## src/rtl/mem_ctrl_pkg.sv

```systemverilog
// Shared definitions for the memory access router: FSM states, access classes
// and width helpers used by the router and its region decoder.
package mem_ctrl_pkg;

    typedef enum logic [2:0] {
        ST_IDLE  = 3'd0,
        ST_ISSUE = 3'd1,
        ST_WAIT  = 3'd2,
        ST_DONE  = 3'd3,
        ST_ERR   = 3'd4
    } routerStateT;

    typedef enum logic [1:0] {
        ACC_NONE   = 2'd0,
        ACC_PERIPH = 2'd1,
        ACC_MEM    = 2'd2
    } accessTypeT;

    function automatic int idxWidth(input int n);
        return (n > 1) ? $clog2(n) : 1;
    endfunction

    // Wait counter is never narrower than 8 bits.
    function automatic int cntWidth(input int t);
        return (t > 255) ? $clog2(t + 1) : 8;
    endfunction

endpackage

```

## src/rtl/addr_region_decoder.sv

```systemverilog
// Combinational address-region decoder: per-channel hit vector, lowest-index
// one-hot winner and its binary index.
module addr_region_decoder
    import mem_ctrl_pkg::*;
#(
    parameter int NCH    = 2,
    parameter int ADDR_W = 32,
    parameter logic [NCH*ADDR_W-1:0] REGION_BASE  = {32'h20000, 32'h10000},
    parameter logic [NCH*ADDR_W-1:0] REGION_LIMIT = {32'h2FFFF, 32'h1FFFF},
    parameter int IDX_W  = idxWidth(NCH)
) (
    input  logic              En,
    input  logic [ADDR_W-1:0] Address,
    output logic [NCH-1:0]    Hit,
    output logic [NCH-1:0]    HitOneHot,
    output logic [IDX_W-1:0]  HitIdx
);

    genvar gi;
    generate
        for (gi = 0; gi < NCH; gi++) begin : gen_region
            logic [ADDR_W-1:0] regionBase;
            logic [ADDR_W-1:0] regionLimit;
            assign regionBase  = REGION_BASE[gi*ADDR_W +: ADDR_W];
            assign regionLimit = REGION_LIMIT[gi*ADDR_W +: ADDR_W];
            assign Hit[gi] = En && (Address >= regionBase) && (Address <= regionLimit);
        end
    endgenerate

    // Isolate the lowest set bit so overlapping regions favour the lowest channel.
    assign HitOneHot = Hit & (~Hit + NCH'(1));

    always_comb begin
        HitIdx = '0;
        for (int i = 0; i < NCH; i++) begin
            if (HitOneHot[i]) begin
                HitIdx = HitIdx | IDX_W'(i);
            end
        end
    end

endmodule

```

## src/rtl/mem_access_router.sv

```systemverilog
// Routes CPU requests either straight through to the cache or, for decoded
// peripheral regions, through a start/wait/complete handshake with timeout.
module mem_access_router
    import mem_ctrl_pkg::*;
#(
    parameter int ADDR_W = 32,
    parameter int DATA_W = 32,
    parameter int NCH    = 2,
    parameter logic [NCH*ADDR_W-1:0] REGION_BASE  = {32'h20000, 32'h10000},
    parameter logic [NCH*ADDR_W-1:0] REGION_LIMIT = {32'h2FFFF, 32'h1FFFF},
    parameter int TIMEOUT = 255
) (
    input  logic                  Clk,
    input  logic                  Rst_n,
    input  logic                  En,
    input  logic                  RW,
    input  logic [ADDR_W-1:0]     Address,
    input  logic [DATA_W-1:0]     IData,
    output logic                  Stall,
    output logic [DATA_W-1:0]     OData,
    output logic                  BusErr,
    output logic [NCH-1:0]        P_Start,
    output logic                  P_RW,
    output logic [ADDR_W-1:0]     P_Addr,
    output logic [DATA_W-1:0]     P_WData,
    input  logic [NCH-1:0]        P_Done,
    input  logic [NCH*DATA_W-1:0] P_RData,
    output logic                  C_En,
    output logic                  C_RW,
    output logic [ADDR_W-1:0]     C_Address,
    output logic [DATA_W-1:0]     C_WriteData,
    input  logic [DATA_W-1:0]     C_ReadData,
    input  logic                  C_Stall,
    input  logic [DATA_W-1:0]     LB_CriticalWord,
    input  logic                  RWordSelect
);

    localparam int IDX_W = idxWidth(NCH);
    localparam int CNT_W = cntWidth(TIMEOUT);
    localparam logic [CNT_W-1:0] CNT_LAST = CNT_W'(TIMEOUT - 1);

    routerStateT        stateReg;
    logic [IDX_W-1:0]   chReg;
    logic               rwReg;
    logic [ADDR_W-1:0]  addrReg;
    logic [DATA_W-1:0]  wdataReg;
    logic [DATA_W-1:0]  rdataReg;
    logic [CNT_W-1:0]   cntReg;
    logic [NCH-1:0]     pStartReg;

    logic               reqEn;
    logic [NCH-1:0]     hitVec;
    logic [NCH-1:0]     hitOneHot;
    logic [IDX_W-1:0]   hitIdx;
    accessTypeT         accessType;
    logic               chDone;
    logic [DATA_W-1:0]  chRData;

    // Requests are masked while reset is held so every output reads zero.
    assign reqEn = En & Rst_n;

    addr_region_decoder #(
        .NCH          (NCH),
        .ADDR_W       (ADDR_W),
        .REGION_BASE  (REGION_BASE),
        .REGION_LIMIT (REGION_LIMIT),
        .IDX_W        (IDX_W)
    ) u_decoder (
        .En        (reqEn),
        .Address   (Address),
        .Hit       (hitVec),
        .HitOneHot (hitOneHot),
        .HitIdx    (hitIdx)
    );

    always_comb begin
        accessType = ACC_NONE;
        if (stateReg == ST_IDLE && reqEn) begin
            accessType = (|hitVec) ? ACC_PERIPH : ACC_MEM;
        end
    end

    assign chDone  = P_Done[chReg];
    assign chRData = P_RData[chReg*DATA_W +: DATA_W];

    always_ff @(posedge Clk or negedge Rst_n) begin
        if (!Rst_n) begin
            stateReg  <= ST_IDLE;
            chReg     <= '0;
            rwReg     <= 1'b0;
            addrReg   <= '0;
            wdataReg  <= '0;
            rdataReg  <= '0;
            cntReg    <= '0;
            pStartReg <= '0;
        end else begin
            pStartReg <= '0;
            case (stateReg)
                ST_IDLE: begin
                    if (accessType == ACC_PERIPH) begin
                        chReg     <= hitIdx;
                        rwReg     <= RW;
                        addrReg   <= Address;
                        wdataReg  <= IData;
                        rdataReg  <= '0;
                        cntReg    <= '0;
                        pStartReg <= hitOneHot;
                        stateReg  <= ST_ISSUE;
                    end
                end
                ST_ISSUE: begin
                    cntReg <= '0;
                    if (chDone) begin
                        if (!rwReg) begin
                            rdataReg <= chRData;
                        end
                        stateReg <= ST_DONE;
                    end else begin
                        stateReg <= ST_WAIT;
                    end
                end
                ST_WAIT: begin
                    // A completion in the final wait cycle still wins over the timeout.
                    if (chDone) begin
                        if (!rwReg) begin
                            rdataReg <= chRData;
                        end
                        stateReg <= ST_DONE;
                    end else if (cntReg == CNT_LAST) begin
                        stateReg <= ST_ERR;
                    end else begin
                        cntReg <= cntReg + 1'b1;
                    end
                end
                ST_DONE, ST_ERR: begin
                    stateReg <= ST_IDLE;
                end
                default: begin
                    stateReg <= ST_IDLE;
                end
            endcase
        end
    end

    always_comb begin
        Stall       = 1'b0;
        OData       = '0;
        BusErr      = 1'b0;
        C_En        = 1'b0;
        C_RW        = 1'b0;
        C_Address   = '0;
        C_WriteData = '0;
        case (stateReg)
            ST_IDLE: begin
                if (accessType == ACC_PERIPH) begin
                    Stall = 1'b1;
                end else if (accessType == ACC_MEM) begin
                    C_En        = 1'b1;
                    C_RW        = RW;
                    C_Address   = Address;
                    C_WriteData = IData;
                    Stall       = C_Stall;
                    OData       = RWordSelect ? LB_CriticalWord : C_ReadData;
                end
            end
            ST_ISSUE, ST_WAIT: begin
                Stall = 1'b1;
            end
            ST_DONE: begin
                OData = rwReg ? '0 : rdataReg;
            end
            ST_ERR: begin
                BusErr = 1'b1;
            end
            default: begin
                Stall = 1'b0;
            end
        endcase
    end

    assign P_Start = pStartReg;
    assign P_RW    = rwReg;
    assign P_Addr  = addrReg;
    assign P_WData = wdataReg;

endmodule

```

## config.mk

```make
export PLATFORM = sky130hd
export DESIGN_NAME = mem_access_router
export DESIGN_NICKNAME = d
export VERILOG_FILES = /design/src/rtl/mem_ctrl_pkg.sv /design/src/rtl/addr_region_decoder.sv /design/src/rtl/mem_access_router.sv
export SDC_FILE = /design/constraint.sdc
export NUM_CORES = 1
export LEC_CHECK = 0
export CAP_MARGIN = 0
export CELL_PAD_IN_SITES_DETAIL_PLACEMENT = 1
export CELL_PAD_IN_SITES_GLOBAL_PLACEMENT = 2
export CORE_MARGIN = 2
export CORE_UTILIZATION = 20
export CTS_BUF_LIST = sky130_fd_sc_hd__clkbuf_4 sky130_fd_sc_hd__clkbuf_8 sky130_fd_sc_hd__clkbuf_16
export CTS_CLUSTER_DIAMETER = 50
export DETAILED_ROUTE_END_ITERATION = 12
export PLACE_DENSITY = 0.81
export SYNTH_ARGS = -nofsm -noshare
export SYNTH_HDL_FRONTEND = slang
export SYNTH_SLANG_ARGS = --single-unit
export TNS_END_PERCENT = 30
```

## constraint.sdc

```tcl
create_clock -name Clk -period 2.4 [get_ports Clk]
set_input_delay 0.24 -clock Clk [delete_from_list [all_inputs] [get_ports Clk]]
set_output_delay 0.24 -clock Clk [all_outputs]
set_load 0.05 [all_outputs]
```

# Word-level counts from Yosys, hierarchy flattened
# Cells that the tools add are included.
# W data, S select, Z words.
dict set report totals {
  register_bits 111
  out_inout_bits 167
}
dict set report op_classes {
  add_sub_neg 2
  order_cmp 5
  eq_ne 13
  shift 1
  n_mux 41
  bitwise 3
  n_reduce_logical 14
}
# cell n
set op_table {}
lappend op_table {{$mux W32} 13}
lappend op_table {{$pmux W32 S2} 2}
lappend op_table {{$shiftx A64 B7 Y32} 1}
lappend op_table {{$ge A32 B17 Y1 const B} 1}
lappend op_table {{$ge A32 B18 Y1 const B} 1}
lappend op_table {{$le A32 B17 Y1 const B} 1}
lappend op_table {{$le A32 B18 Y1 const B} 1}
lappend op_table {{$mux W8} 3}
lappend op_table {{$pmux W8 S3} 1}
lappend op_table {{$mux W1} 13}
lappend op_table {{$mux W3} 3}
lappend op_table {{$pmux W3 S3} 1}
lappend op_table {{$add A8 B1 Y8 const B} 1}
lappend op_table {{$eq A8 B8 Y1 const B} 1}
lappend op_table {{$mux W2} 4}
lappend op_table {{$reduce_and A4 Y1} 2}
lappend op_table {{$eq A3 B2 Y1 const B} 2}
lappend op_table {{$ne A2 B2 Y1 const B} 3}
lappend op_table {{$logic_and A1 B1 Y1} 5}
lappend op_table {{$ne A2 B1 Y1 const B} 2}
lappend op_table {{$reduce_and A2 Y1} 2}
lappend op_table {{$reduce_or A2 Y1} 2}
lappend op_table {{$eq A3 B1 Y1 const B} 1}
lappend op_table {{$eq A3 B3 Y1 const B} 1}
lappend op_table {{12 further kinds} 12}

# Depth between registers and ports, before layout
# Gate-level depths: netlist of run 1.
dict set report depth {
  word_depth 10
  depth_mapped 8
}

# By module
# From an unflattened synthesis of run 1, not the netlist that was laid out.
dict set report hier_totals {
  cells_unflattened 558
  area_unflattened_um2 6217.2
}
# mod instances cells_each area_per_inst_um2 seq_area_each_um2
set by_module_without_submodules {}
lappend by_module_without_submodules {mem_access_router 1 548 6129.6 2777.7}
lappend by_module_without_submodules {addr_region_decoder 1 10 87.6 0.0}

# Least setup slack after synthesis of run 1
# No wires, ideal clock.
dict set report synth_timing {
  path_type {register to output}
  start {register stateReg[1]}
  end {output OData[10]}
  arrival_time_ns 2.383
  required_time_ns 2.160
  slack_ns -0.223
  path_stages_with_launch 7
  cell_sequence {dfrtp_1 clkbuf_1 nor3_2 nor2b_1 o21ai_1 clkbuf_1 o21ai_0}
}
dict set report synth_via {
  elab_chain_len 7
  word_cells_on_any_way 9
  cone_classes {3 x eq/ne; 4 x mux; 2 x reduce/logical}
}
# item line_no
set synth_lines {}
lappend synth_lines {{start, declared} mem_access_router.sv:42} ;# routerStateT stateReg;
lappend synth_lines {{start signal, assigned} mem_access_router.sv:88} ;# stateReg <= ST_IDLE;
lappend synth_lines {{start signal, assigned} mem_access_router.sv:108} ;# stateReg <= ST_ISSUE;
lappend synth_lines {{start signal, assigned} mem_access_router.sv:117} ;# stateReg <= ST_DONE;
lappend synth_lines {{$logic_not A3 Y1} {mem_access_router.sv:78, mem_access_router.sv:153}}
lappend synth_lines {{$logic_and A1 B1 Y1} mem_access_router.sv:78} ;# if (stateReg == ST_IDLE && reqEn) begin
lappend synth_lines {{$mux W2} mem_access_router.sv:78}
lappend synth_lines {{$eq A2 B2 Y1} mem_access_router.sv:157} ;# end else if (accessType == ACC_MEM) begin
lappend synth_lines {{$mux W32} mem_access_router.sv:157}
lappend synth_lines {{$mux W32} mem_access_router.sv:155} ;# if (accessType == ACC_PERIPH) begin
lappend synth_lines {{$pmux W32 S2 (*)} mem_access_router.sv:153} ;# case (stateReg)
lappend synth_lines {{end, declared} mem_access_router.sv:20} ;# output logic [DATA_W-1:0] OData,
# Every way passes the cells marked *; elsewhere a longest branch is shown, timed or not.

# Final worst setup path of run 1
dict set report layout_timing {
  start {register stateReg[2]}
  end {output OData[22]}
}
# Same word-level chain as after synthesis.

==> results.ini, run 1 <==
[sta]
slew_headroom_pct=58.8
timing.final.crit_share_pct=96.8
fmax_mhz=430
skew_ps=12.7
rsz0062_at_grt=true
holdWs_ps=-0.405
hold_violations=1
tightest_slew_ps=618
period_minus_slack_ps=2320
slew_viol_final=0
tns_ps=0
final-setup-viol-count=0

[yosys]
syn_area_sq_mm=0.00578
synthAdderAreaFrac_pct=0.433
synthCells=559
ys_ff_latch=111
synth_edf_count=0
yosysUniqueCellTypes=43
syn_avg_cell_area_sq_um=10.3
yosys_warnings=0
synth_simple_gate_area_share_pct=16.8
synth_ff_type=dfrtp_1
async_reset_ff_share_pct=100
muxShareOfSynthArea_pct=21.2
synth_compound_area_share_pct=9.81
synthXorXnorAreaFrac_pct=0.152
yosysSeqAreaShare_pct=48.1
synth_top_family_by_area=multiplexers
synthesis.nets=761

[floorplanning]
die_h_um=174
die_area_sq_mm=0.0303
die_x_um=174
fp.coreArea_sq_mm=0.0285
num_rows=62
start_util_pct=20.2
ios=367

[worst_setup_path]
crit_path_end_kind=output pin
cp.arrival_ps=2080
crit_path_max_fanout=16
cp-start-kind=register
worstPathRequired_ps=2160
path_class=reg -> out

[power]
p_seq_share_pct=31.0
total_leakage_power_nw=4.84
sw_frac_of_total_pct=41.6
p_comb_share_pct=48.9
p_int_mw=4.58
p_clk_share_pct=20.1
ir_worst_vdd_v=0.000367
p_switching_mw=3.26
power_density_mw_per_mm2=719

[clock_tree]
cts_sinks=111
cts_buffers=9
htree_num_levels=3
path_clk_slew_ps=90
clk_path_buf_depth=2
cts_tree=built
cts_root_buffer=clkbuf_16
clk_latency_ps=360

[cells_and_area]
drive_gt1_share_pct=27.3
final_cells=1330
regArea_sq_mm=0.00278
syn2layout_area_growth_pct=88.7
final_cell_mix=248 x clkdlybuf4s50_1, 108 x dfrtp_1, 92 x buf_6
fillerInstances=3229
final_common_cell=clkdlybuf4s50_1
n_antenna_cell=0
nets=1143
multi_input_area_sq_mm=0.00303

[placement]
placed_cells=1302
place_congestion=0.766
io_buffers=366
dp_hpwl_um=18800

[global_routing]
overflow=0
grt.total_usage_pct=16.4
antenna_found_initial=1
grt_pass1_vias=6157
grt_pass1_wl_um=37900
grt_max_degree=65

[hold_path]
hold_path_class=in -> async

[route]
dr.pass1.iters=4
drcViolationCount=0
ant_nets=0
wl_per_cell_um=19.2
via_per_inst=4.33
drt_iter0_markers=221
vias=5758
wirelength_um=25500

[status]
violations=negative hold slack
status=finished, violations left

[flow_run]
maxCapViolations=0

==> repair_timing <==
item | CTS | global route
resized for setup | 75 | 121
hold endpoints to repair | 33 | 0
pin swaps | 6 | 3
hold buffers | 1 | 0
buffers inserted | 6 | 3
cloned | 3 | 1
setup endpoints to repair | 99 | 59
==> path summary, 6_finish.rpt <==
kind | startpoint | to | slack (ps) | depth (start not counted)
max | stateReg[2] | OData[22] | 80 | 8
min | Rst_n | cntReg[1] | -0.4 | 2
max reg2reg | chReg | cntReg[7] | 440 | 4
min reg2reg | P_Addr[26] | P_Addr[26] | 490 | 1
max in group asynchronous | Rst_n | chReg | 1380 | 3
min in group Clk | P_Addr[26] | P_Addr[26] | 490 | 1
==> cell families after synthesis <==
kind of cell	after synthesis
simple gates	184
mux	116
flops	111
compound gates	95
buf+inv	50
fa+ha+maj	2
xor+xnor	1
==> layer usage <==
metal / vias up / track usage [%] / share of wire, %
li1: 2719 / - / -
met1: 2770 / 19.0 / 40
met2: 255 / 30.2 / 51
met3: 12 / 5.05 / 7.9
met4: 2 / 2.52 / 0.72
met5: - / 0 / 0.051
==> power by group through the flow <==
| stage | registers (mW) | logic, mW | clock network, mW |
|---|---|---|---|
| detailed placement | 2.47 | 3.38 | 0 |
| CTS | 2.43 | 3.62 | 1.67 |
| global placement | 2.45 | 3.34 | 0 |
| floorplan | 2.40 | 2.06 | 0 |
| finish | 2.43 | 3.83 | 1.57 |
| global route | 2.47 | 4.11 | 1.73 |
==> cell type report <==
cell class / count / area share [%]
repair buffers: 411 / 39.1
multi-input cells: 398 / 27.8
flip-flops and latches: 111 / 25.5
well taps: 384 / 4.40
clock buffers: 10 / 2.19
clock inverters: 6 / 0.642
inverters: 10 / 0.459
==> cells in the mapped netlist, types with 2 or more instances <==
cell | instances | area, sq um
mux2_2 | 49 | 552
o21ai_0 | 38 | 190
a31oi_1 | 4 | 25.0
o211ai_1 | 6 | 45.0
nor4_1 | 3 | 18.8
clkbuf_1 | 32 | 120
inv_1 | 10 | 37.5
o22ai_1 | 33 | 206
mux2i_1 | 66 | 661
and2_1 | 79 | 494
buf_2 | 6 | 30.0
nand3_1 | 5 | 25.0
ha_1 | 2 | 25.0
nand4b_1 | 2 | 17.5
and3_1 | 2 | 12.5
nand4_1 | 3 | 18.8
nor3_1 | 2 | 10.0
nor2_1 | 5 | 18.8
a21oi_1 | 3 | 15.0
or4_1 | 3 | 22.5
nand2_1 | 72 | 270
a21o_1 | 3 | 22.5
dfrtp_1 | 111 | 2780
==> worst max-delay path, stage by stage, from the launching register on <==
cell     delay [ps]
dfrtp_2         450
nor3_4          210
nor2b_4         180
buf_4           110
o21ai_2          60
buf_6           160
buf_16          170
o21ai_1         160
buf_4           220
==> sequential cells by signal, indices dropped and copies added (netlist names) <==
register,cells
cntReg,8
chReg,1
stateReg,3
rdataReg,32
P_WData,32
P_RW,1
P_Start,2
P_Addr,32
==> metrics by stage <==
stage | power [mW] | instance area, sq um | utilization (%) | setup slack (ps)
global placement | 5.79 | 9870 | 34.6 | -473
CTS | 7.72 | 10500 | 36.7 | -43.2
global route | 8.32 | 10900 | 38.2 | -39.5
floorplan | 4.46 | 5780 | - | -223
detailed placement | 5.85 | 9870 | 34.6 | -502
finish | 7.84 | 10900 | 38.2 | 76.6
(Power assumes the default switching activity.)
==> run 2, diff against run 1 <==
--- a/config.mk
+++ b/config.mk
@@ -5,7 +5,7 @@
 export SDC_FILE = /design/constraint.sdc
 export NUM_CORES = 1
 export LEC_CHECK = 0
-export CAP_MARGIN = 0
+export CAP_MARGIN = 20
 export CELL_PAD_IN_SITES_DETAIL_PLACEMENT = 1
 export CELL_PAD_IN_SITES_GLOBAL_PLACEMENT = 2
 export CORE_MARGIN = 2
==> results of run 2 <==
Same layout as run 1: the final DEF is identical, and so are final timing and power.
